File: src/rtl/rng_word_feeder_if.sv
// Handshake bundle between the PRNG source, the word feeder and the Gaussian sampler.
// master = feeder side (drives src_ready / rng_valid / rng); slave = source+sampler side.
interface rng_word_feeder_if;
    logic         src_valid;
    logic [63:0]  src_data;
    logic         src_ready;
    logic         rng_valid;
    logic [127:0] rng;
    logic         rng_extract;

    modport master (
        input  src_valid,
        input  src_data,
        output src_ready,
        output rng_valid,
        output rng,
        input  rng_extract
    );

    modport slave (
        output src_valid,
        output src_data,
        input  src_ready,
        input  rng_valid,
        input  rng,
        output rng_extract
    );
endinterface

File: src/rtl/rng_word_feeder.sv
// Packs pairs of 64-bit PRNG words into 128-bit random words and buffers them for the sampler.
// Optional feature macro: RNG_STAT_EN adds the saturating delivered-word counter o_rng_count.
//
// state  | meaning
// -------+-----------------------------------------------------------------
// S_IDLE | disabled; FIFO and half-word register held flushed, src_ready=0
// S_RUN  | accepting, packing and presenting words
module rng_word_feeder #(
    parameter int DEPTH = 4,
    parameter int CNT_W = 3
) (
    input  logic                i_clk,
    input  logic                i_rst_n,
    input  logic                i_ena,
    rng_word_feeder_if.master   bus
`ifdef RNG_STAT_EN
    ,
    output logic [31:0]         o_rng_count
`endif
);

    localparam int              PTR_W   = (DEPTH > 1) ? $clog2(DEPTH) : 1;
    localparam logic [CNT_W-1:0] DEPTH_C = CNT_W'(DEPTH);

    typedef enum logic {
        S_IDLE = 1'b0,
        S_RUN  = 1'b1
    } state_t;

    state_t             r_state;
    state_t             w_state_nxt;

    logic               r_half_full;
    logic [63:0]        r_half_lo;
    logic [CNT_W-1:0]   r_count;
    logic [PTR_W-1:0]   r_wr_ptr;
    logic [PTR_W-1:0]   r_rd_ptr;
    logic [127:0]       r_mem [DEPTH];

    logic               w_src_ready;
    logic               w_flush;
    logic               w_rng_valid;
    logic               w_accept;
    logic               w_push;
    logic               w_pop;

    always_ff @(posedge i_clk or negedge i_rst_n) begin
        if (!i_rst_n) begin
            r_state <= S_IDLE;
        end else begin
            r_state <= w_state_nxt;
        end
    end

    // src_ready only looks at ena and registered state, never at rng_extract.
    always_comb begin
        w_state_nxt = r_state;
        w_src_ready = 1'b0;
        w_flush     = 1'b0;
        case (r_state)
            S_IDLE: begin
                w_flush = 1'b1;
                if (i_ena) begin
                    w_state_nxt = S_RUN;
                end
            end
            S_RUN: begin
                if (!i_ena) begin
                    w_state_nxt = S_IDLE;
                    w_flush     = 1'b1;
                end else begin
                    w_src_ready = !r_half_full || (r_count < DEPTH_C);
                end
            end
            default: begin
                w_state_nxt = S_IDLE;
                w_flush     = 1'b1;
            end
        endcase
    end

    assign w_rng_valid = (r_count != '0);
    assign w_pop       = w_rng_valid && bus.rng_extract;
    assign w_accept    = w_src_ready && bus.src_valid;
    assign w_push      = w_accept && r_half_full && (r_count != DEPTH_C);

    always_ff @(posedge i_clk or negedge i_rst_n) begin
        if (!i_rst_n) begin
            r_half_full <= 1'b0;
            r_half_lo   <= '0;
            r_count     <= '0;
            r_wr_ptr    <= '0;
            r_rd_ptr    <= '0;
        end else if (w_flush) begin
            // Any pending half word is dropped along with the buffered entries.
            r_half_full <= 1'b0;
            r_half_lo   <= '0;
            r_count     <= '0;
            r_wr_ptr    <= '0;
            r_rd_ptr    <= '0;
        end else begin
            if (w_accept && !r_half_full) begin
                r_half_lo   <= bus.src_data;
                r_half_full <= 1'b1;
            end
            if (w_push) begin
                r_half_full <= 1'b0;
                r_wr_ptr    <= r_wr_ptr + PTR_W'(1);
            end
            if (w_pop) begin
                r_rd_ptr <= r_rd_ptr + PTR_W'(1);
            end
            case ({w_push, w_pop})
                2'b10:   r_count <= r_count + CNT_W'(1);
                2'b01:   r_count <= r_count - CNT_W'(1);
                default: r_count <= r_count;
            endcase
        end
    end

    // Storage needs no reset: the output mux forces rng to zero while empty.
    always_ff @(posedge i_clk) begin
        if (w_push) begin
            r_mem[r_wr_ptr] <= {bus.src_data, r_half_lo};
        end
    end

    assign bus.src_ready = w_src_ready;
    assign bus.rng_valid = w_rng_valid;
    assign bus.rng       = w_rng_valid ? r_mem[r_rd_ptr] : '0;

`ifdef RNG_STAT_EN
    logic [31:0] r_rng_count;

    always_ff @(posedge i_clk or negedge i_rst_n) begin
        if (!i_rst_n) begin
            r_rng_count <= '0;
        end else if (w_pop && (r_rng_count != 32'hFFFF_FFFF)) begin
            r_rng_count <= r_rng_count + 32'd1;
        end
    end

    assign o_rng_count = r_rng_count;
`endif

endmodule
File: src/flat_wrapper.sv
// flat-port wrapper written by rule: the top's interface ports become plain ports
module rng_word_feeder_flat 
#(
    parameter int DEPTH = 4,
    parameter int CNT_W = 3
)
  (i_clk, i_rst_n, i_ena, bus_src_valid, bus_src_data, bus_src_ready, bus_rng_valid, bus_rng, bus_rng_extract);
  rng_word_feeder_if bus_i ();
  input  logic i_clk;
  input  logic i_rst_n;
  input  logic i_ena;
  input wire logic [$bits(bus_i.src_valid)-1:0] bus_src_valid;
  input wire logic [$bits(bus_i.src_data)-1:0] bus_src_data;
  output wire logic [$bits(bus_i.src_ready)-1:0] bus_src_ready;
  output wire logic [$bits(bus_i.rng_valid)-1:0] bus_rng_valid;
  output wire logic [$bits(bus_i.rng)-1:0] bus_rng;
  input wire logic [$bits(bus_i.rng_extract)-1:0] bus_rng_extract;
  assign bus_i.src_valid = bus_src_valid;
  assign bus_i.src_data = bus_src_data;
  assign bus_src_ready = bus_i.src_ready;
  assign bus_rng_valid = bus_i.rng_valid;
  assign bus_rng = bus_i.rng;
  assign bus_i.rng_extract = bus_rng_extract;
  rng_word_feeder #(.DEPTH(DEPTH), .CNT_W(CNT_W)) u_core (.i_clk(i_clk), .i_rst_n(i_rst_n), .i_ena(i_ena), .bus(bus_i));
endmodule
File: config.mk
export PLATFORM = sky130hd
export DESIGN_NAME = rng_word_feeder_flat
export DESIGN_NICKNAME = d
export VERILOG_FILES = /design/src/rtl/rng_word_feeder_if.sv /design/src/rtl/rng_word_feeder.sv /design/src/flat_wrapper.sv
export SDC_FILE = /design/constraint.sdc
export NUM_CORES = 1
export LEC_CHECK = 0
export CAP_MARGIN = 20
export CORE_MARGIN = 2
export CORE_UTILIZATION = 35
export DETAILED_ROUTE_END_ITERATION = 10
export PLACE_DENSITY = 0.52
export SLEW_MARGIN = 10
export SYNTH_ARGS = -nofsm -noshare
export SYNTH_HDL_FRONTEND = slang
export SYNTH_SLANG_ARGS = --single-unit
File: constraint.sdc
create_clock -name i_clk -period 4.9 [get_ports i_clk]
set_clock_uncertainty 0.15 [all_clocks]
set_input_delay 1.47 -clock i_clk [delete_from_list [all_inputs] [get_ports i_clk]]
set_output_delay 1.47 -clock i_clk [all_outputs]
set_load 0.01 [all_outputs]
==> results of run 1 <==
sequential cells by signal, indices dropped and copies added (netlist names):
| signal | cells |
|---|---|
| u_core.r_count | 3 |
| u_core.r_half_full | 1 |
| u_core.r_half_lo | 64 |
| u_core.r_mem | 512 |
| u_core.r_rd_ptr | 2 |
| u_core.r_state | 1 |
| u_core.r_wr_ptr | 2 |
cell usage after synthesis (2+ instances only):
cell type	instances	area, um^2
dfrtp_1	73	1827
a22o_1	64	560.5
or3_1	2	12.51
buf_2	23	115.1
edfxtp_1	512	15370
mux2i_1	3	30.03
mux4_2	128	2883
a21oi_1	2	10.01
inv_1	5	18.77
xor2_1	3	26.28
nor2_1	7	26.28
buf_6	11	123.9
ha_1	5	62.56
and2_1	132	825.8
clkbuf_1	21	78.83
placed cells by master (no fill, tap or decap), drive strengths merged, types with 2 or more instances in the layout:
cell / n
clkbuf: 81
edfxtp: 512
clkinv: 22
buf: 34
xor2: 3
and2: 132
or3: 2
clkdlybuf4s50: 197
a22o: 64
dfrtp: 73
mux2i: 3
inv: 7
a21oi: 3
bufinv: 7
mux4: 128
nor2: 7
ha: 5
through the flow:
stage | total power [mW] | area, um^2 | util, % | setup WS [ns]
after floorplan | 5.609 | 22080 | - | 0.6968
after global placement | 5.758 | 25320 | 40.35 | 0.5349
after detailed placement | 5.764 | 25320 | 40.35 | 0.5545
after CTS | 10.50 | 27380 | 43.65 | 0.07653
after global routing | 10.68 | 27380 | 43.65 | 0.005031
final | 10.36 | 27380 | 43.65 | 0.2139
metal layers:
layer  wire length (um)  vias to the layer above  GRT usage, %
li1                   -                     4565             -
met1              21140                     5613         20.25
met2              24090                      246         25.06
met3               2338                       66         3.031
met4                745                        4         3.475
met5                 27                        -             0
cells by family after synthesis:
family	Yosys count
fa+ha+maj	6
compound gates	70
flops	585
mux	131
buf+inv	62
xor+xnor	4
simple gates	146
layout make-up:
cell class / count / area (um^2)
clock inverters: 32 / 354.1
fillers: 5392 / 35350
well taps: 846 / 1059
multi-input cells: 357 / 4552
clock buffers: 81 / 1712
inverters: 5 / 18.77
flip-flops and latches: 585 / 17210
repair buffers: 231 / 2477
worst max-delay path, stage by stage (launching register included):
cell	delay, ns
dfrtp_4	0.78
buf_4	0.44
mux4_2	0.56
and2_1	0.18
clkdlybuf4s50_1	0.48
worst paths after layout:
path / to / from / depth (start not counted) / slack, ns
setup reg to reg: u_core.r_count[2] / u_core.r_count[2] / 8 / 2.30
hold reg to reg: u_core.r_mem[0][18] / u_core.r_half_lo[18] / 0 / 0.37
min in group asynchronous: u_core.r_half_lo[40] / i_rst_n / 1 / 0.78
setup / recovery: bus_rng[78] / u_core.r_rd_ptr[0] / 4 / 0.21
hold / removal: u_core.r_mem[0][18] / u_core.r_half_lo[18] / 0 / 0.37
max in group asynchronous: u_core.r_half_lo[27] / i_rst_n / 2 / 2.96
report_power, final:
part           internal (mW)  switching (mW)
clock network           2.81            1.89
registers               5.44          0.0239
logic                 0.0886           0.108
total                   8.34            2.02
==> run_results.csv, run 1 <==
group,metric,value,unit
clocking,hold_buffers,0,
clocking,path_clk_slew,0.06,ns
synthesis,seq_area_frac_synth,77.93,%
critical_path,worstPathRequired,3.28,ns
critical_path,crit_path_start_kind,"register",
route,wl_per_cell,22.62,um
run_status,outcome,"complete, no violations",
finish,antenna_cells,0,
clocking,cts_tree,"built",
critical_path,end_kind,"primary output",
floorplanning,io_pins,199,
synthesis,synth_top_family_by_area,"multiplexers",
floorplanning,die_area,65090,um^2
global_route,grt_pass1_wl,71980,um
finish,num-nets-final,1315,
finish,syn_to_final_growth,24.05,%
clocking,root_buffer,"clkbuf_16",
route,viasPerCell,4.911,
synthesis,async_flop_share,12.48,%
clocking,htree_levels,2,
floorplanning,initial_core_util,35.19,%
sta,max_freq,213.4,MHz
synthesis,ys_ff_latch,585,
synthesis,yosys_warnings,0,
placement,port_buffers,198,
critical_path,crit_path_max_fanout,24,
clocking,cts_resized,0,
finish,final_cells,2137,
sta,hold_viol,0,
sta,max_slew_margin,48.64,%
power,ir_drop,0.0002573,V
placement,place_congestion,0.6807,
route,route.vias.total,10494,
sta,tightest_slew,0.7705,ns
sta,fin_hold_ws,0.3656,ns
synthesis,syn_avg_cell_area,21.99,um^2
placement,dpl.cell_count,2024,
clocking,clkSinkCount,585,
critical_path,cp.arrival,3.07,ns
sta,setup-tns-final,0,ns
power,power_density,378.2,nW/um^2
clocking,clock_path_buffers,3,
clocking,cts_setup_buffers,0,
synthesis,synth_xor_area_share,0.1587,%
power,leakage,8.646,nW
route,drc,0,
hold_path,hp-class,"register to register",
synthesis,yosys.area_share.simple,4.047,%
global_route,gr-usage-all-layers,14.98,%
route,initialDrtViolationCount,592,
route,wirelength,48340,um
floorplanning,num_rows,92,
floorplanning,core_area,62740,um^2
global_route,grt_max_degree,65,
synthesis,muxShareOfSynthArea,13.20,%
clocking,cts_buffers,60,
synthesis,synth_edf_count,512,
synthesis,synthAdderAreaFrac,0.3741,%
floorplanning,die_w,255.1,um
synthesis,synth_area,22070,um^2
critical_path,criticalPathCategory,"register to primary output",
synthesis,synth-compound-area-share,2.721,%
clocking,clk_latency,0.62,ns
floorplanning,die_h,255.1,um
synthesis,synthesis.nets,1079,
synthesis,ys.flop_type,"edfxtp_1",
global_route,antenna_found_initial,2,
sta,maxSlewViolCount,0,
sta,rsz0062_at_grt,"no",
global_route,grt_pass1_vias,11155,
placement,dpl.hpwl,26750,um
finish,drive_above_1_share,20.45,%
synthesis,synth_cells,1004,
sta,post-route-period-util,95.64,%
route,drtAntennaViolNets,0,
run,drv_cap,0,
sta,min_period,4.686,ns
route,dr.pass1.iters,5,
global_route,grt-ovfl-total,0,
synthesis,synth.distinct_cells,28,
sta,setup_viol,0,
(Power assumes the default switching activity.)
==> inputs of run 2 (changes only) <==
- CAP_MARGIN: 20 -> 30
==> results of run 2 <==
Final layout, timing and power as in run 1 (identical DEF).
==> inputs of run 3 (changes only) <==
- PLACE_DENSITY: 0.52 -> not set
==> run 3 against run 2 <==
Routed wire length fell by 3.0%. Setup slack improved by 0.24 ns. First-iteration DRC count is 12% lower. Critical path type unchanged. Sequential share of layout area is 0.45 points higher. Register-to-register slack worse by 0.03 ns. Largest cell class unchanged.
==> run_results.csv, run 3 (synthesized netlist as in run 1, its figures left out) <==
group,metric,value,unit
critical_path,critPathTopFamily,"buffers and inverters",
critical_path,crit_path_max_fanout,59,
clocking,cts_resized,0,
sta,tightest_slew,0.8886,ns
route,initialDrtViolationCount,521,
global_route,grt_max_degree,65,
critical_path,reg2reg_depth,8,
global_route,grt_pass1_wl,70080,um
clocking,clk_latency,0.60,ns
critical_path,path_cells,"buf_12 -> mux4_2 -> and2_1 -> clkdlybuf4s50_1",
sta,post-route-period-util,90.67,%
hold_path,hp-class,"register to register",
clocking,cts_setup_buffers,0,
floorplanning,die_w,255.1,um
finish,reg.largest.list,"u_core.r_mem x512, u_core.r_half_lo x64, u_core.r_count x3",
route,dr.pass1.iters,4,
critical_path,worst-r2r-setup-slack,2.27,ns
finish,final_common_cell,"edfxtp_1",
placement,place_congestion,0.6918,
critical_path,worstPathRequired,3.28,ns
sta,setup-tns-final,0,ns
sta,layout_setup_ws,0.4572,ns
finish,num-nets-final,1311,
floorplanning,initial_core_util,35.19,%
placement,port_buffers,198,
finish,largest_reg_flops,512,
placement,dpl.hpwl,25830,um
sta,maxSlewViolCount,0,
critical_path,cp_num_buf_inv,2,
power,power_density,373.2,nW/um^2
critical_path,rr_endpoint,"u_core.r_count[2]",
finish,final_cell_area,27190,um^2
critical_path,startpoint,"u_core.r_rd_ptr[0]",
floorplanning,core_area,62740,um^2
clocking,path_clk_slew,0.06,ns
run_status,outcome,"complete, no violations",
route,drtAntennaViolNets,0,
hold_path,holdPathEnd,"u_core.r_mem[1][38]",
route,drc,0,
power,ir_drop,0.0002673,V
critical_path,cp.arrival,2.82,ns
clocking,hold_buffers,0,
critical_path,slowest_stage,"mux4_2",
run,drv_cap,0,
critical_path,slowest_delay,0.58,ns
sta,rsz0062_at_grt,"no",
placement,post_dp_cell_area,25230,um^2
clocking,root_buffer,"clkbuf_16",
clocking,cts_tree,"built",
critical_path,criticalPathCategory,"register to primary output",
critical_path,r2r_start,"u_core.r_count[2]",
global_route,grt-ovfl-total,0,
global_route,grt_pass1_vias,11243,
floorplanning,die_area,65090,um^2
route,wl_per_cell,21.98,um
finish,regMostFlops,"u_core.r_mem",
power,power.total,10.15,mW
clocking,htree_levels,2,
clocking,clock_path_buffers,3,
floorplanning,num_rows,92,
sta,min_period,4.443,ns
hold_path,holdPathStages,0,
route,viasPerCell,4.907,
sta,hold_viol,0,
finish,drive_above_1_share,19.89,%
route,route.vias.total,10471,
floorplanning,die_h,255.1,um
sta,max_slew_margin,40.76,%
route,wirelength,46910,um
critical_path,crit_path_start_kind,"register",
placement,post-place-ws,0.5678,ns
placement,dpl.cell_count,2021,
finish,syn_to_final_growth,23.17,%
clocking,cts_buffers,59,
sta,setup_viol,0,
global_route,gr-usage-all-layers,14.44,%
floorplanning,io_pins,199,
finish,final_cells,2134,
critical_path,end_kind,"primary output",
finish,layout_common_cells,"512 x edfxtp_1, 197 x clkdlybuf4s50_1, 128 x mux4_2, 128 x and2_1, 71 x dfrtp_1",
sta,max_freq,225.1,MHz
hold_path,hp-start,"u_core.r_half_lo[38]",
power,leakage,8.550,nW
clocking,clkSinkCount,585,
global_route,antenna_found_initial,2,
-- run 3: worst max path at each step --
stage,to,slack (ns),cells after the start
after floorplan,u_core.r_mem[0][0],0.70,4
after global placement,bus_src_ready,0.57,4
after global routing,bus_rng[36],0.31,4
after detailed placement,bus_src_ready,0.57,4
final,bus_rng[24],0.46,4
after CTS,bus_rng[24],0.37,4
-- run 3: where the power goes --
part           internal [mW]  total, mW  switching, mW
Combinational         0.0880      0.192          0.104
Sequential              5.43       5.46         0.0232
Clock                   2.66       4.50           1.83
Total                   8.19       10.1           1.96
-- run 3: routing by layer --
metal,part of all wire (%),up-vias,global-route usage (%)
met2,50,233,24.11
li1,-,4561,-
met3,4.7,59,2.878
met5,0.049,-,0
met1,44,5614,19.28
met4,1.8,4,4.110
-- run 3: final cells by class --
cell class,instances,area [um^2]
fillers,5454,35550
flip-flops and latches,585,17210
multi-input cells,357,4552
repair buffers,228,2392
clock buffers,79,1603
well taps,846,1059
clock inverters,33,352.8
inverters,5,18.77
diodes,1,2.502
-- run 3: worst register-to-register path, delay by kind of cell (launching register included) --
family	cells	cell delay, ns
xor+xnor	1	0.14
flops	1	0.44
compound gates	1	0.14
fa+ha+maj	2	0.63
buf+inv	1	0.09
simple gates	3	0.96
-- run 3: metrics by stage --
stage	util, %	hold WS [ns]
after floorplan	-	0.3263
after global placement	40.22	0.3351
after detailed placement	40.22	0.3524
after CTS	43.33	0.3638
after global routing	43.33	0.3831
final	43.34	0.3672
